===== config.mk =====
export PLATFORM = sky130hd
export DESIGN_NAME = param_randomizer
export DESIGN_NICKNAME = d
export VERILOG_FILES = /design/src/rtl/randomizer_pkg.sv /design/src/rtl/lfsr_core.sv /design/src/rtl/param_randomizer.sv
export SDC_FILE = /design/constraint.sdc
export NUM_CORES = 1
export LEC_CHECK = 0
export CAP_MARGIN = 10
export CORE_MARGIN = 4
export CORE_UTILIZATION = 45
export DETAILED_ROUTE_END_ITERATION = 8
export DONT_BUFFER_PORTS = 1
export MAX_ROUTING_LAYER = met4
export SKIP_CTS_REPAIR_TIMING = 1
export SLEW_MARGIN = 5
export SYNTH_ARGS = -nofsm -noshare
export SYNTH_HDL_FRONTEND = slang
export SYNTH_HIERARCHICAL = 1
export SYNTH_SLANG_ARGS = --single-unit

===== constraint.sdc =====
create_clock -name i_clk -period 3.05 [get_ports i_clk]
set_clock_uncertainty 0.15 [all_clocks]
set_input_delay 0.61 -clock i_clk [delete_from_list [all_inputs] [get_ports i_clk]]
set_output_delay 0.61 -clock i_clk [all_outputs]
set_load 0.01 [all_outputs]

===== src/rtl/randomizer_pkg.sv =====
// Shared types and constants for the parametrised randomizer.
package randomizer_pkg;

  // Sample assembly FSM: FILL collects bits, STALL parks a finished sample.
  typedef enum logic {
    FILL  = 1'b0,
    STALL = 1'b1
  } state_t;

  // Maximal-length Galois feedback masks for common widths.
  localparam logic [7:0]  TAPS_8  = 8'hB8;
  localparam logic [15:0] TAPS_16 = 16'hB400;
  localparam logic [31:0] TAPS_32 = 32'hA3000000;

  // Bit counter width; a 1-bit sample still needs a 1-bit counter.
  function automatic int cnt_width(input int n);
    return (n > 1) ? $clog2(n) : 1;
  endfunction

endpackage


===== src/rtl/lfsr_core.sv =====
// Galois LFSR register with single-step advance, runtime load and
// zero-seed guard (a zero seed would lock the register at zero forever).
module lfsr_core #(
  parameter int                LFSR_W   = 16,
  parameter logic [LFSR_W-1:0] TAPS     = 16'hB400,
  parameter logic [LFSR_W-1:0] SEED_RST = 16'h0001
) (
  input  logic              clk,
  input  logic              rst,
  input  logic              step_en,
  input  logic              load_en,
  input  logic [LFSR_W-1:0] load_value,
  output logic              out_bit
);

  logic [LFSR_W-1:0] state_q;

  // Load has priority over stepping; the outgoing bit decides whether taps apply.
  always_ff @(posedge clk or posedge rst) begin
    // NOTE: sequential state uses non-blocking assignments so every register
    // samples pre-edge values, independent of process evaluation order.
    if (rst) begin
      state_q <= SEED_RST;
    end else if (load_en) begin
      state_q <= (load_value == '0) ? LFSR_W'(1) : load_value;
    end else if (step_en) begin
      state_q <= (state_q >> 1) ^ (state_q[0] ? TAPS : '0);
    end
  end

  assign out_bit = state_q[0];

endmodule


===== src/rtl/param_randomizer.sv =====
// Parametrised randomizer: assembles OUT_W-bit samples from a Galois LFSR,
// one bit per step, first bit becoming the MSB, and presents them through a
// valid/ready output slot with backpressure. A finished sample that finds the
// slot full is parked in the accumulator (STALL) with the LFSR frozen.
// Optional feature: define RANDOMIZER_RANGE_EN to add the i_limit port;
// samples above i_limit are then dropped and filling restarts.
module param_randomizer
  import randomizer_pkg::*;
#(
  parameter int                LFSR_W   = 16,
  parameter int                OUT_W    = 2,
  parameter logic [LFSR_W-1:0] TAPS     = LFSR_W'(TAPS_16),
  parameter logic [LFSR_W-1:0] SEED_RST = LFSR_W'(1)
) (
  input  logic              i_clk,
  input  logic              i_reset,
  input  logic              i_en,
  input  logic              i_seed_load,
  input  logic [LFSR_W-1:0] i_seed,
  input  logic              i_ready,
`ifdef RANDOMIZER_RANGE_EN
  input  logic [OUT_W-1:0]  i_limit,
`endif
  output logic [OUT_W-1:0]  o_r,
  output logic              o_valid,
  output logic              o_stall
);

  localparam int               CNT_W    = cnt_width(OUT_W);
  localparam logic [CNT_W-1:0] CNT_LAST = CNT_W'(OUT_W - 1);

  state_t           state_q, state_d;
  logic [OUT_W-1:0] acc_q, acc_d;
  logic [CNT_W-1:0] cnt_q, cnt_d;
  logic [OUT_W-1:0] r_d;
  logic             valid_d;

  logic             lfsr_bit;
  logic             lfsr_step;
  logic [OUT_W-1:0] sample;
  logic             slot_free;
  logic             reject;

  lfsr_core #(
    .LFSR_W   (LFSR_W),
    .TAPS     (TAPS),
    .SEED_RST (SEED_RST)
  ) u_lfsr (
    .clk        (i_clk),
    .rst        (i_reset),
    .step_en    (lfsr_step),
    .load_en    (i_seed_load),
    .load_value (i_seed),
    .out_bit    (lfsr_bit)
  );

  // Next-state, accumulator, counter and output-slot decisions.
  always_comb begin
    // NOTE: every variable gets a default first so no path leaves it
    // unassigned, which would otherwise infer a latch.
    state_d   = state_q;
    acc_d     = acc_q;
    cnt_d     = cnt_q;
    r_d       = o_r;
    valid_d   = o_valid;
    lfsr_step = 1'b0;

    // Accumulator with the current LFSR output bit shifted in at the LSB.
    sample    = (acc_q << 1) | OUT_W'(lfsr_bit);
    slot_free = !o_valid || i_ready;
`ifdef RANDOMIZER_RANGE_EN
    reject    = (sample > i_limit);
`else
    reject    = 1'b0;
`endif

    // A presented sample taken by the consumer empties the slot unless
    // something below reloads it on the same edge.
    if (o_valid && i_ready) begin
      valid_d = 1'b0;
    end

    if (i_seed_load) begin
      acc_d   = '0;
      cnt_d   = '0;
      valid_d = 1'b0;
      state_d = FILL;
    end else begin
      unique case (state_q)
        FILL: begin
          if (i_en) begin
            lfsr_step = 1'b1;
            if (cnt_q != CNT_LAST) begin
              acc_d = sample;
              cnt_d = cnt_q + CNT_W'(1);
            end else if (reject) begin
              acc_d = '0;
              cnt_d = '0;
            end else if (slot_free) begin
              r_d     = sample;
              valid_d = 1'b1;
              acc_d   = '0;
              cnt_d   = '0;
            end else begin
              // Park the finished sample; cnt stays at its last value.
              acc_d   = sample;
              state_d = STALL;
            end
          end
        end
        STALL: begin
          if (i_ready) begin
            r_d     = acc_q;
            valid_d = 1'b1;
            acc_d   = '0;
            cnt_d   = '0;
            state_d = FILL;
          end
        end
        default: state_d = FILL;
      endcase
    end
  end

  // State, accumulator, counter and output slot registers.
  always_ff @(posedge i_clk or posedge i_reset) begin
    if (i_reset) begin
      state_q <= FILL;
      acc_q   <= '0;
      cnt_q   <= '0;
      o_r     <= '0;
      o_valid <= 1'b0;
    end else begin
      state_q <= state_d;
      acc_q   <= acc_d;
      cnt_q   <= cnt_d;
      o_r     <= r_d;
      o_valid <= valid_d;
    end
  end

  assign o_stall = (state_q == STALL);

endmodule


==> results.yml <==
critical_path:
  arrival_ns: 1.76
  cp_slowest_cell: "dfrtp_1"
  end_kind: "register"
  crit_family: "flip-flops"
  max_stage_delay_ns: 0.53
  path_cells: "nand2b_1, nor2_1, buf_4, mux2i_1, o21ai_0"
  path_max_fanout: 17
  worstSetupPathType: "reg -> reg"
  required_ns: 3.10
  cp.buffers_inverters: 1
  startpoint_type: "register"
timing:
  setup_viol: 0
  slew_headroom_pct: 57.7
  finalCritPeriodShare_pct: 56.2
  tightest_slew_ns: 0.634
  hold_violations: 0
  finalSetupTns_ns: 0
  fmax_mhz: 583
  fin_crit_ns: 1.71
  setup_slack_ns: 1.34
  maxSlewViolCount: 0
  rsz0062_at_grt: "false"
power:
  p_switching_w: 0.000149
  combPwrFrac_pct: 13.4
  p_clk_share_pct: 23.2
  internal_power_w: 0.000429
  swShare_pct: 25.7
  ir_worst_vdd_mv: 0.291
  power_density_nw_per_um2: 473
  seqPwrFrac_pct: 63.4
  power.leakage_nw: 0.525
route:
  wl_per_cell_um: 15.2
  antenna_left: 0
  firstDrtPassIters: 4
  drc: 0
  routed_via_density: 5.46
  wirelength_mm: 2.12
  drt_iter0_markers: 25
  vias: 759
placement:
  placedInstanceArea_um2: 1180
  dp_hpwl_mm: 1.56
  place_congestion: 0.753
  pre_cts_ws_ns: 1.35
  port_buffers: 0
floorplanning:
  io_pins: 25
  initial_core_util_pct: 47.8
  coreArea_um2: 2500
  dieHeight_um: 59.6
  die_w_um: 59.6
  dieArea_um2: 3550
  rows: 18
cts:
  cts_max_level: 1
  tritoncts: "done"
  cts-root-buf: "clkbuf_4"
  clkTransAtPathRegs_ns: 0.12
  insertion_delay_ns: 0.30
  clockBufferDepth: 2
  cts_sinks: 23
  cts-buffers-inserted: 3
synthesis:
  syn_avg_cell_area_um2: 11.0
  synth_edf_count: 0
  syn_inst: 109
  synthArstFlopShare_pct: 100
  ys_ff_latch: 23
  ys_types: 27
  ys.warnings.count: 6
  netlist_area_um2: 1200
  syn-num-nets: 130
  synthFlopType: "dfrtp_1"
  ys_seq_area_share_pct: 48.2
grt:
  grt_max_degree: 39
  grt_pass1_wl_mm: 3.59
  antenna_found_initial: 0
  grt-ovfl-total: 0
  grt.total_usage_pct: 13.9
  grt_pass1_vias: 777
final_layout:
  diodes: 0
  layout-drive-gt1-share_pct: 15.6
  final_cell_mix: "dfrtp_1 (22), nand2_1 (17), mux2i_1 (15), o21ai_1 (12)"
  final_nets: 131
  final_area_um2: 1220
  final_common_cell: "dfrtp_1"
  synthToLayoutAreaGrowth_pct: 2.20
outcome:
  outcome: "finished, final reports clean"
worst_hold_path:
  hold_class: "in -> async"
flow_run:
  drv_cap: 0
## final timing paths
kind	start	endpoint	slack, ns	cells past startpoint
setup / recovery	o_stall$_DFF_PP0_	u_lfsr/state_q[9]$_DFFE_PP0P_	1.34	5
hold / removal	i_reset	u_lfsr/state_q[13]$_DFFE_PP0P_	0.11	1
hold reg to reg	acc_q[1]$_DFFE_PP0P_	acc_q[1]$_DFFE_PP0P_	0.36	1
max in group asynchronous	i_reset	acc_q[0]$_DFFE_PP0P_	2.02	2
setup reg to reg	o_stall$_DFF_PP0_	u_lfsr/state_q[9]$_DFFE_PP0P_	1.34	5
min in group i_clk	i_seed_load	o_valid$_DFF_PP0_	0.21	1
## stage by stage
stage          power [W]  cells  utilization (%)  hold slack (ns)
4_1_cts         0.000591    138             48.5          -0.0485
3_5_place_dp    0.000450    134             47.4            0.300
5_1_grt         0.000622    139             48.9            0.121
2_1_floorplan   0.000442    109                -            0.263
6_report        0.000578    139             48.9            0.111
3_3_place_gp    0.000448    134             47.4            0.296
## logic make-up after synthesis
kind of cell | after synthesis | synth area share, %
and+or+nand+nor | 29 | 13.7
DFF | 23 | 48.2
xor gates and xnor gates | 3 | 2.20
buffers and inverters | 9 | 5.65
AOI/OAI and AO/OA | 26 | 13.9
muxes | 19 | 16.3
## synth_stat cells (all sizes together) (2+ instances only)
library cell | number | area (um2)
dfrtp | 22 | 551
nand2 | 17 | 63.8
mux2i | 15 | 150
o21ai | 15 | 75.1
buf | 5 | 52.6
mux2 | 4 | 45.0
nor4 | 4 | 50.1
a211oi | 3 | 32.5
a31oi | 3 | 18.8
inv | 3 | 11.3
xor2 | 3 | 26.3
a22o | 2 | 17.5
nand2b | 2 | 12.5
nor2b | 2 | 12.5
nor3 | 2 | 15.0
## worst reg2reg max path, stage by stage (launching register included)
cell and delay, ns:
dfrtp_1 0.53, nand2b_1 0.24, nor2_1 0.09, buf_4 0.29, mux2i_1 0.23, o21ai_0 0.08
## power groups by stage
stage / sequential (W) / clock (W) / combinational [W]
after floorplan: 0.000366 / 0 / 0.0000759
after global placement: 0.000372 / 0 / 0.0000758
after detailed placement: 0.000373 / 0 / 0.0000768
after CTS: 0.000367 / 0.000146 / 0.0000777
after global routing: 0.000372 / 0.000162 / 0.0000873
final: 0.000366 / 0.000134 / 0.0000772
## state kept, by name (all words and copies together) (netlist names)
signal / count
acc_q: 2
u_lfsr/state_q: 16
o_r: 2
o_stall: 1
o_valid: 1
cnt_q: 1
## layout make-up
class | count | area (um2)
clock buffers | 3 | 22.5
clock inverters | 1 | 5.00
fillers | 224 | 1280
inverters | 3 | 11.3
multi-input cells | 77 | 552
flip-flops and latches | 23 | 577
well taps | 30 | 37.5
repair buffers | 2 | 17.5
## routing by layer
layer	vias to the layer above	share of wire [%]	GRT usage, %	wire length, um
met3	2	6.3	4.58	133
met5	-	0	-	0
met1	359	48	18.1	1020
met4	0	0.61	5.70	13
met2	14	45	19.8	947
li1	384	-	-	-
(Power assumes the default switching activity.)
==> edit 1: new RTL, same flow settings <==
Build with the macro `RANDOMIZER_RANGE_EN` defined.
--- a/src/rtl/param_randomizer.sv
+++ b/src/rtl/param_randomizer.sv
@@ -6,2 +6,4 @@
 // samples above i_limit are then dropped and filling restarts.
+`define RANDOMIZER_RANGE_EN
+
 module param_randomizer
Ports: changed (added i_limit); port bits go from 25 to 27. The function was not compared with the original's and may differ.
==> edit 1 against the unedited design <==
Sequential power increased by 2%. Total power grew 6.4%. Largest cell class is now multi-input combinational cells. Critical endpoint is now o_r[0]$_DFFE_PP0P_. Area after synthesis up 6.4%. Cell area grew 6.6%. Non-clock buffer count unchanged. Sequential cell count did not move. Routed wire length rose by 14%. Maximum frequency fell by 22%. Worst setup slack lost 490 ps. Clock power is 5% higher.
==> edit 1: results <==
set metrics [dict create \
    outcome "finished, final reports clean" \
    first_global_vias 927 \
    detail_route.wl_per_cell_um 15.9 \
    final.signal_inverter_count 5 \
    grt_util_met2_pct 23.4 \
    drt_wl_total_um 2400 \
    area_occupied_by_multi_input_gates_um2 623 \
    synth_xor_area_share_pct 2.06 \
    synth_nets 145 \
    gpl.final_weighted_congestion 0.770 \
    ys_top_cells_by_area "dfrtp_1 43%, mux2i_1 12%, nand2_1 5.6%" \
    timing.critical_path.slowest_cell_delay_ps 630 \
    first_iter_violations 41 \
    final_layout_size_suffix_gt1_share_pct 15.0 \
    synth_cell_types 32 \
    power_per_cell_area_nw_per_um2 472 \
    fill_cells 260 \
    combinationalPowerShare_pct 16.5 \
    finish.utilization_pct 47.6 \
    min-delay-path-class "in2async" \
    data_buffer_area_share_pct 1.34 \
    actual_transition_at_the_worst_max_transition_pin_ps 618 \
    grt_util_met3_pct 2.73 \
    syn_inst 120 \
    synth-adder-area-share_pct 1.97 \
    synth-seq-area-share_pct 45.3 \
    leakagePower_nw 0.572 \
    synth_mux_area_share_pct 15.0 \
    grt.met1_usage_pct 18.1 \
    clockNetworkAreaShare_pct 2.11 \
    wl_met1_um 1080 \
    internal-power_w 0.000446 \
    peak_supply_drop_mv 0.296 \
    grt_start_max_net_pins 38 \
    ys_ff_latch 23 \
    grt_pass1_wl_um 3930 \
    synthToLayoutAreaGrowth_pct 2.36 \
    area.share.sequential_pct 44.3 \
    cp_data_arrival_time_ps 2260 \
    critical-path-slowest-cell "dfstp_2" \
    dp_slack_ps 699 \
    vias_per_cell 5.87 \
    power.sequential.total_w 0.000373 \
    met2_length_um 1170 \
    synth_top_cells_by_count "22 x dfrtp_1, 19 x nand2_1, 15 x mux2i_1" \
]
## edit 1: changes by cell type after synthesis, moves of 2 or more
| cell | change |
|---|---|
| a21oi_1 | +2 |
| ha_1 | +2 |
| inv_1 | +2 |
| mux2_2 | -3 |
| mux2_4 | +2 |
| nand2_1 | +2 |
| nand2b_1 | -2 |
| o21ai_0 | +3 |
## edit 1: final timing paths
kind	start	end	slack (ps)	cells after the start
min in group i_clk	i_seed_load	o_valid$_DFF_PP0_	190	1
min	i_reset	u_lfsr/state_q[15]$_DFFE_PP0P_	90	1
max in group asynchronous	i_reset	cnt_q$_DFFE_PP0P_	2050	2
max reg2reg	u_lfsr/state_q[0]$_DFFE_PP1P_	o_r[0]$_DFFE_PP0P_	850	6
max	u_lfsr/state_q[0]$_DFFE_PP1P_	o_r[0]$_DFFE_PP0P_	850	6
min reg2reg	acc_q[1]$_DFFE_PP0P_	acc_q[1]$_DFFE_PP0P_	360	1
==> edit 2: new RTL, config.mk and constraints unchanged <==
Made on the original files. Make the reset (`i_reset` and `rst`) synchronous in 2 clocked blocks.
--- a/src/rtl/lfsr_core.sv
+++ b/src/rtl/lfsr_core.sv
@@ -18,3 +18,3 @@
   // Load has priority over stepping; the outgoing bit decides whether taps apply.
-  always_ff @(posedge clk or posedge rst) begin
+  always_ff @(posedge clk) begin
     // NOTE: sequential state uses non-blocking assignments so every register
--- a/src/rtl/param_randomizer.sv
+++ b/src/rtl/param_randomizer.sv
@@ -125,3 +125,3 @@
   // State, accumulator, counter and output slot registers.
-  always_ff @(posedge i_clk or posedge i_reset) begin
+  always_ff @(posedge i_clk) begin
     if (i_reset) begin
Formal check against the unedited RTL: differs if i_reset is asserted again (counterexample within 4 cycles, from zero or initial values and one cycle with i_reset high); with i_reset held inactive, the same outputs for 10 cycles.
==> edit 2 against the unedited design <==
Combinational power fell by 18%. First-iteration DRC count fell by 12%. Cell area fell by 0.92%. Via count rose by 14%. Total power fell by 7.4%. Worst setup slack got worse by 490 ps. Sequential cell count did not move. Routed wire length rose by 5.4%. Area after synthesis fell by 2.4%.
==> edit 2: results <==
set metrics [dict create \
    peak_supply_drop_mv 0.339 \
    ys_top_cells_by_area "dfxtp_1 39%, mux2_2 12%, mux2i_1 11%" \
    grt_util_met3_pct 7.02 \
    critical_path.max_fanout 18 \
    final_layout_size_suffix_gt1_share_pct 18.7 \
    first_global_vias 877 \
    cts.reportedPaths.clkPinSlew_ps 130 \
    wl_met3_um 178 \
    headroom_to_the_max_slew_limit_pct 54.3 \
    synth_compound_gate_area_share_pct 16.5 \
    fill_cells 244 \
    outcome "finished, final reports clean" \
    leakagePower_nw 0.465 \
    net-switching-power_w 0.000131 \
    met2_length_um 970 \
    global_route.usage.total_pct 14.3 \
    synth_xor_area_share_pct 2.25 \
    later_pin_clock_latency_in_the_skew_report_ps 310 \
    synth_top_cells_by_count "23 x dfxtp_1, 18 x nor2_1, 13 x mux2i_1" \
    grt_util_met2_pct 22.4 \
    synthArstFlopShare_pct 0 \
    cp-startpoint "o_stall$_SDFF_PP0_" \
    grt.met1_usage_pct 16.6 \
    place.detailed.hpwl_um 1650 \
    synth_mux_area_share_pct 22.7 \
    nNetsFinal 145 \
    seq_power_share_pct 61.3 \
    drt_wl_total_um 2230 \
    first_iter_violations 22 \
    min-delay-path-class "in2reg" \
    vias_per_cell 5.65 \
    synth-seq-area-share_pct 39.4 \
    routed-via-count 864 \
    gpl.final_weighted_congestion 0.766 \
    synth_cell_types 31 \
    wl_met1_um 1060 \
    clock_tree.root_cell "clkbuf_4" \
    cp_data_arrival_time_ps 2260 \
    highest-signal-layer "met4" \
    synthFlopType "dfxtp_1" \
    syn-mean-instance-area_um2 9.41 \
    grt_start_max_net_pins 24 \
]
## edit 2: cell types whose count changed after synthesis, sizes merged, moves of 5 or more
cell,change
a21oi,+5
dfrtp,-22
dfxtp,+23
mux2,+8
nand2,-10
nor2,+17
o21ai,-12
## edit 2: critical path, cell delays in order (launching register included)
cell       delay (ps)
dfxtp_1           320
buf_4             170
nor2b_1           240
and2_1            620
nor2b_1           110
a2111oi_0         420
a31oi_1            70
## edit 2: through the flow
step                hold WS [ps]  utilization (%)  setup slack, ps  instance area (µm²)  power (W)
finish                       192             48.9              845                 1210   0.000535
global route                 165             48.9              676                 1210   0.000562
CTS                          174             48.9              846                 1210   0.000542
detailed placement           309             47.7              696                 1180   0.000397
global placement             300             47.7              767                 1180   0.000396
floorplan                    283                -             1140                 1170   0.000395
## edit 2: cell families (layout without fill, tap and decap cells)
| kind of cell | Yosys count | in the layout |
|---|---|---|
| and+or+nand+nor | 37 | 37 |
| AOI/OAI and AO/OA | 26 | 26 |
| buffers and inverters | 10 | 9 |
| DFF | 23 | 23 |
| xor gates and xnor gates | 3 | 3 |
| muxes | 25 | 25 |
## edit 2: area by class of cell
cell class / count / area (µm²) / area share, %
Clock buffer: 3 / 22.5 / 1.86
Multi-Input combinational cell: 91 / 657 / 54.2
Inverter: 3 / 11.3 / 0.930
Clock inverter: 1 / 7.51 / 0.620
Tap cell: 30 / 37.5 / 3.10
Sequential cell: 23 / 460 / 38.0
Timing Repair Buffer: 2 / 15.0 / 1.24
## edit 2: final timing paths
path,slack [ps],end,cells after the start
setup reg to reg,850,u_lfsr/state_q[0]$_SDFFE_PP1P_,6
hold reg to reg,330,acc_q[1]$_SDFFE_PP0P_,2
setup / recovery,850,u_lfsr/state_q[0]$_SDFFE_PP1P_,6
hold / removal,190,u_lfsr/state_q[10]$_SDFFE_PP0P_,1
